--- src/rtl/text_scan_controller_if.sv ---
// rtl/text_scan_controller_if.sv - text-mode scan bus: pixel enable and blanking in, RAM/generator/VGA timing out
interface text_scan_controller_if #(
   parameter int ADDR_W = 12
);
   logic              pix_ce;
   logic              blank_req;
   logic [ADDR_W-1:0] char_addr;
   logic              char_rd;
   logic              gen_en;
   logic [2:0]        dot_count;
   logic [3:0]        scan_count;
   logic              hsync;
   logic              vsync;
   logic              video_on;
   logic              frame_start;

   modport master (
      input  pix_ce, blank_req,
      output char_addr, char_rd, gen_en, dot_count, scan_count,
             hsync, vsync, video_on, frame_start
   );

   modport slave (
      output pix_ce, blank_req,
      input  char_addr, char_rd, gen_en, dot_count, scan_count,
             hsync, vsync, video_on, frame_start
   );
endinterface

--- src/rtl/text_scan_controller.sv ---
// rtl/text_scan_controller.sv - raster counters, text RAM addressing and 3-stage aligned sync/video pipeline
module text_scan_controller #(
   parameter int H_ACTIVE = 640,
   parameter int H_FP     = 16,
   parameter int H_SYNC   = 96,
   parameter int H_BP     = 48,
   parameter int V_ACTIVE = 480,
   parameter int V_FP     = 10,
   parameter int V_SYNC   = 2,
   parameter int V_BP     = 33,
   parameter int COLS     = 80,
   parameter int ADDR_W   = 12
) (
   input  logic                   clk,
   input  logic                   rst,
   text_scan_controller_if.master bus
);
   localparam int H_TOTAL  = H_ACTIVE + H_FP + H_SYNC + H_BP;
   localparam int V_TOTAL  = V_ACTIVE + V_FP + V_SYNC + V_BP;
   localparam int HW       = $clog2(H_TOTAL + 1);
   localparam int VW       = $clog2(V_TOTAL + 1);
   localparam int HS_START = H_ACTIVE + H_FP;
   localparam int HS_END   = HS_START + H_SYNC;
   localparam int VS_START = V_ACTIVE + V_FP;
   localparam int VS_END   = VS_START + V_SYNC;

   logic [HW-1:0]     h_cnt;
   logic [VW-1:0]     v_cnt;

   logic              active_c;
   logic              hsync_c;
   logic              vsync_c;
   logic              frame_c;
   logic [ADDR_W-1:0] addr_c;

   // stage 0: address/strobe toward the text RAM
   logic              act0;
   logic [ADDR_W-1:0] addr0;
   logic              rd0;
   logic              fs0;
   logic [2:0]        dot0;
   logic [3:0]        scan0;
   logic              hs0;
   logic              vs0;

   // stage 1: RAM data valid, character_generator indexed
   logic              act1;
   logic [2:0]        dot1;
   logic [3:0]        scan1;
   logic              hs1;
   logic              vs1;

   // stage 2: aligned with the generator's registered pixel
   logic              hs2;
   logic              vs2;
   logic              vid2;

   always_ff @(posedge clk) begin
      if (rst) begin
         h_cnt <= '0;
         v_cnt <= '0;
      end else if (bus.pix_ce) begin
         if (h_cnt == HW'(H_TOTAL - 1)) begin
            h_cnt <= '0;
            v_cnt <= (v_cnt == VW'(V_TOTAL - 1)) ? '0 : v_cnt + 1'b1;
         end else begin
            h_cnt <= h_cnt + 1'b1;
         end
      end
   end

   always_comb begin
      active_c = (h_cnt < HW'(H_ACTIVE)) && (v_cnt < VW'(V_ACTIVE));
      addr_c   = '0;
      if (active_c)
         addr_c = ADDR_W'(v_cnt >> 4) * ADDR_W'(COLS) + ADDR_W'(h_cnt >> 3);
      hsync_c  = !((h_cnt >= HW'(HS_START)) && (h_cnt < HW'(HS_END)));
      vsync_c  = !((v_cnt >= VW'(VS_START)) && (v_cnt < VW'(VS_END)));
      frame_c  = (h_cnt == '0) && (v_cnt == '0);
   end

   always_ff @(posedge clk) begin
      if (rst) begin
         act0  <= 1'b0;
         addr0 <= '0;
         rd0   <= 1'b0;
         fs0   <= 1'b0;
         dot0  <= '0;
         scan0 <= '0;
         hs0   <= 1'b1;
         vs0   <= 1'b1;
         act1  <= 1'b0;
         dot1  <= '0;
         scan1 <= '0;
         hs1   <= 1'b1;
         vs1   <= 1'b1;
         hs2   <= 1'b1;
         vs2   <= 1'b1;
         vid2  <= 1'b0;
      end else if (bus.pix_ce) begin
         act0  <= active_c;
         addr0 <= addr_c;
         rd0   <= active_c && (h_cnt[2:0] == 3'd0);
         fs0   <= frame_c;
         dot0  <= h_cnt[2:0];
         scan0 <= v_cnt[3:0];
         hs0   <= hsync_c;
         vs0   <= vsync_c;

         act1  <= act0;
         dot1  <= dot0;
         scan1 <= scan0;
         hs1   <= hs0;
         vs1   <= vs0;

         // blanking is applied here so it never disturbs sync timing
         hs2   <= hs1;
         vs2   <= vs1;
         vid2  <= act1 && !bus.blank_req;
      end
   end

   assign bus.char_addr   = addr0;
   assign bus.char_rd     = rd0;
   assign bus.frame_start = fs0;
   assign bus.gen_en      = act1;
   assign bus.dot_count   = dot1;
   assign bus.scan_count  = scan1;
   assign bus.hsync       = hs2;
   assign bus.vsync       = vs2;
   assign bus.video_on    = vid2;
endmodule

--- src/flat_wrapper.sv ---
// flat-port wrapper written by rule: the top's interface ports become plain ports
module text_scan_controller_flat 
#(
   parameter int H_ACTIVE = 640,
   parameter int H_FP     = 16,
   parameter int H_SYNC   = 96,
   parameter int H_BP     = 48,
   parameter int V_ACTIVE = 480,
   parameter int V_FP     = 10,
   parameter int V_SYNC   = 2,
   parameter int V_BP     = 33,
   parameter int COLS     = 80,
   parameter int ADDR_W   = 12
)
  (clk, rst, bus_pix_ce, bus_blank_req, bus_char_addr, bus_char_rd, bus_gen_en, bus_dot_count, bus_scan_count, bus_hsync, bus_vsync, bus_video_on, bus_frame_start);
  text_scan_controller_if #(.ADDR_W(ADDR_W)) bus_i ();
  input  logic clk;
  input  logic rst;
  input wire logic [$bits(bus_i.pix_ce)-1:0] bus_pix_ce;
  input wire logic [$bits(bus_i.blank_req)-1:0] bus_blank_req;
  output wire logic [$bits(bus_i.char_addr)-1:0] bus_char_addr;
  output wire logic [$bits(bus_i.char_rd)-1:0] bus_char_rd;
  output wire logic [$bits(bus_i.gen_en)-1:0] bus_gen_en;
  output wire logic [$bits(bus_i.dot_count)-1:0] bus_dot_count;
  output wire logic [$bits(bus_i.scan_count)-1:0] bus_scan_count;
  output wire logic [$bits(bus_i.hsync)-1:0] bus_hsync;
  output wire logic [$bits(bus_i.vsync)-1:0] bus_vsync;
  output wire logic [$bits(bus_i.video_on)-1:0] bus_video_on;
  output wire logic [$bits(bus_i.frame_start)-1:0] bus_frame_start;
  assign bus_i.pix_ce = bus_pix_ce;
  assign bus_i.blank_req = bus_blank_req;
  assign bus_char_addr = bus_i.char_addr;
  assign bus_char_rd = bus_i.char_rd;
  assign bus_gen_en = bus_i.gen_en;
  assign bus_dot_count = bus_i.dot_count;
  assign bus_scan_count = bus_i.scan_count;
  assign bus_hsync = bus_i.hsync;
  assign bus_vsync = bus_i.vsync;
  assign bus_video_on = bus_i.video_on;
  assign bus_frame_start = bus_i.frame_start;
  text_scan_controller #(.H_ACTIVE(H_ACTIVE), .H_FP(H_FP), .H_SYNC(H_SYNC), .H_BP(H_BP), .V_ACTIVE(V_ACTIVE), .V_FP(V_FP), .V_SYNC(V_SYNC), .V_BP(V_BP), .COLS(COLS), .ADDR_W(ADDR_W)) u_core (.clk(clk), .rst(rst), .bus(bus_i));
endmodule
--- config.mk ---
export PLATFORM = sky130hd
export DESIGN_NAME = text_scan_controller_flat
export DESIGN_NICKNAME = d
export VERILOG_FILES = /design/src/rtl/text_scan_controller_if.sv /design/src/rtl/text_scan_controller.sv /design/src/flat_wrapper.sv
export SDC_FILE = /design/constraint.sdc
export NUM_CORES = 1
export LEC_CHECK = 0
export BUFFER_PORTS_ARGS = -buffer_cell sky130_fd_sc_hd__clkbuf_2
export CELL_PAD_IN_SITES_DETAIL_PLACEMENT = 0
export CELL_PAD_IN_SITES_GLOBAL_PLACEMENT = 2
export CORE_MARGIN = 2
export CORE_UTILIZATION = 36
export CTS_CLUSTER_SIZE = 14
export DETAILED_ROUTE_END_ITERATION = 8
export PLACE_DENSITY_LB_ADDON = 0.1
export SYNTH_ARGS = -nofsm -noshare
export SYNTH_HDL_FRONTEND = slang
export SYNTH_SLANG_ARGS = --single-unit
--- constraint.sdc ---
create_clock -name clk -period 2.7 [get_ports clk]
set_clock_uncertainty 0.2 [all_clocks]
set_input_delay 0.81 -clock clk [delete_from_list [all_inputs] [get_ports clk]]
set_output_delay 0.81 -clock clk [all_outputs]
set_load 0.02 [all_outputs]
==> results.cfg <==
[floorplan]
die_area_um2 = 8198
die_width_um = 90.55
rows = 31
start_util_pct = 37.17
die_y_um = 90.55
coreArea_um2 = 7253
io_pins = 29

[timing]
slew_headroom_pct = 63.91
min_period_over_period_pct = 92.65
worst_slack_ns = 0.1986
max_freq_mhz = 399.8
finalSetupTns_ns = 0
finalCriticalPeriod_ns = 2.501
worstMarginPinSlew_ns = 0.5413
hold_viol = 0
maxSlewViolCount = 0
rsz0062_at_grt = no
setup_viol = 0

[logic_synthesis]
synth_edf_count = 0
yosysTopAreaCellShare_pct = 42.32
ys_seq_area_share_pct = 42.32
avgSynthCellArea_um2 = 9.298
synthTopCellsByCount = dfxtp_1 (57), nor2_1 (54), mux2i_1 (20)
syn_area_um2 = 2696
synth_nets = 311
async_reset_ff_share_pct = 0
synth_top_area_cell = dfxtp_1
yosys.cell_count.top_type = dfxtp_1
syn_inst = 290
ys_ff_latch = 57
yosysWarnings = 0
synthTopCellsByArea = dfxtp_1 (42%), nor2_1 (7.5%), mux2i_1 (7.4%)
synth_cell_type_count = 46
synth_top_flop_cell = dfxtp_1

[grt]
grt_overflow = 0
grt_pass1_wl_um = 10210
grt_max_degree = 20
grt_pass1_vias = 2050
antenna_found_initial = 0
grt_usage_pct = 16.16

[clock_network]
post_cts_resized = 0
hold_buffers = 0
ctsRootBufferMaster = clkbuf_8
cts_tree = built
clk_transition_reported_paths_ns = 0.08
clockBufferDepth = 2
clk_latency_ns = 0.35
post_cts_buffers = 0
cts_sinks = 57
numCtsBuffers = 9
h-tree-depth = 3

[critical_path]
max_stage_delay_ns = 0.40
r2r_cells = 9
endpoint = u_core.bus.char_addr[11]
arrival_ns = 2.59
reg2reg_to = u_core.bus.char_addr[11]
worst-endpoint-required_ns = 2.79
path_depth = 9
crit_chain = ha_1 -> ha_1 -> inv_1 -> fa_1 -> nand2b_1 -> a21oi_1 -> xnor2_1 -> a2111oi_0 -> a311o_1
critical-path-top-delay-family = adder cells
path_max_fanout = 6
crit_type = reg2reg
critPathLaunchType = flip-flop
ff2ff_setup_slack_ns = 0.20
r2r_start = u_core.v_cnt[7]
critical_path_buf_inv_count = 1
cp-startpoint = u_core.v_cnt[7]
endpoint_kind = flip-flop
crit_top_cell = ha_1
slowest_stage = fa_1

[placement]
place_ws_ns = 0.2103
gp_congestion = 0.7428
post-dp-hpwl_um = 4218
io_buffers = 28

[detailed_routing]
drt_pass1_iterations = 4
vias = 2080
post_drt_wl_per_cell_um = 14.06
viasPerCell = 4.826
first_iter_violations = 57
routed_wl_um = 6059
drtAntennaViolNets = 0
drc = 0

[power_and_ir_drop]
power_mw = 1.774
p_per_area_nw_per_um2 = 558.0
vdd_drop_max_mv = 0.3126
leakage_nw = 1.361

[cells_and_area]
antenna_cells = 0
drive_above_1_share_pct = 19.28
area_growth_pct = 17.91
fillers = 767
final_nets = 348

[worst_hold_path]
worstHoldPathType = reg2reg

[run_status]
outcome = finished, final reports clean

[flow_run]
max_cap_viol_count = 0
## metrics by stage
step                      cells  utilization (%)  hold WS, ns  area [um^2]
final                       431            43.83       0.2798         3179
after global routing        431            43.83       0.3047         3179
after CTS                   431            43.82       0.2840         3178
after detailed placement    415            41.00       0.2674         2974
after global placement      415            41.00       0.2535         2974
after floorplan             290                -       0.2413         2696
## cell usage in the layout, fill, tap and decap left out, drive strengths merged
cell and n:
xnor2 10, clkinvlp 2, nand4 10, o21ai 3
a21o 3, fa 2, nor4 3, nand2 15
and3 5, or2 2, nand3 6, nor3 3
a21oi 8, nand2b 4, nor2 56, o211ai 1
a41o 1, mux2i 20, xor2 14, dfxtp 57
o22ai 1, ha 15, a2bb2oi 1, nand3b 3
a311o 1, bufinv 1, a32o 1, a31oi 1
and4 2, inv 14, or3b 1, buf 10
clkinv 3, a22oi 9, nor2b 3, clkbuf 37
or4b 1, a2111oi 1, or4 2
## cell type report
class	instances	area, um^2	share of cell area [%]
clock inverters	7	80.08	2.519
inverters	13	48.80	1.535
multi-input cells	208	1445	45.45
well taps	99	123.9	3.896
repair buffers	38	215.2	6.769
clock buffers	9	123.9	3.896
flip-flops and latches	57	1142	35.93
## per-layer routing
metal / global-route usage [%] / share of wire, %
met3: 5.092 / 3.0
met1: 21.55 / 52
met2: 24.19 / 44
met4: 6.538 / 1.3
met5: 0 / 0
## flip-flops by register name, indices dropped and copies added, names as in the netlist
register / cells
u_core.act0: 1
u_core.bus.char_addr: 12
u_core.bus.char_rd: 1
u_core.bus.dot_count: 3
u_core.bus.frame_start: 1
u_core.bus.gen_en: 1
u_core.bus.hsync: 1
u_core.bus.scan_count: 4
u_core.bus.video_on: 1
u_core.bus.vsync: 1
u_core.dot0: 3
u_core.h_cnt: 10
u_core.hs0: 1
u_core.hs1: 1
u_core.scan0: 4
u_core.v_cnt: 10
u_core.vs0: 1
u_core.vs1: 1
## logic make-up after synthesis
family	after synthesis	synth area share, %
xor+xnor	24	7.796
compound gates	31	8.167
fa+ha+maj	17	8.446
buf+inv	25	4.083
mux	20	7.425
simple gates	116	21.76
flops	57	42.32
## report_power, final
part           switching [mW]  internal [mW]
registers             0.00869          0.850
clock network           0.394          0.433
logic                  0.0561         0.0315
## worst reg2reg max path: stages (launching register included)
cell       delay, ns
dfxtp_1         0.37
ha_1            0.30
ha_1            0.16
inv_1           0.05
fa_1            0.40
nand2b_1        0.16
a21oi_1         0.15
xnor2_1         0.09
a2111oi_0       0.40
a311o_1         0.16
## how the worst min path moves through the flow
stage | end | start | cells past startpoint | slack (ns)
after CTS | u_core.bus.char_addr[9] | u_core.bus.char_addr[9] | 2 | 0.28
after floorplan | u_core.hs1 | u_core.hs1 | 2 | 0.24
after detailed placement | u_core.vs1 | u_core.vs1 | 2 | 0.27
final | u_core.bus.hsync | u_core.bus.hsync | 2 | 0.28
after global routing | u_core.bus.frame_start | u_core.bus.frame_start | 2 | 0.30
after global placement | u_core.vs1 | u_core.vs1 | 2 | 0.25
No activity file was read; power rests on OpenSTA's default activity.
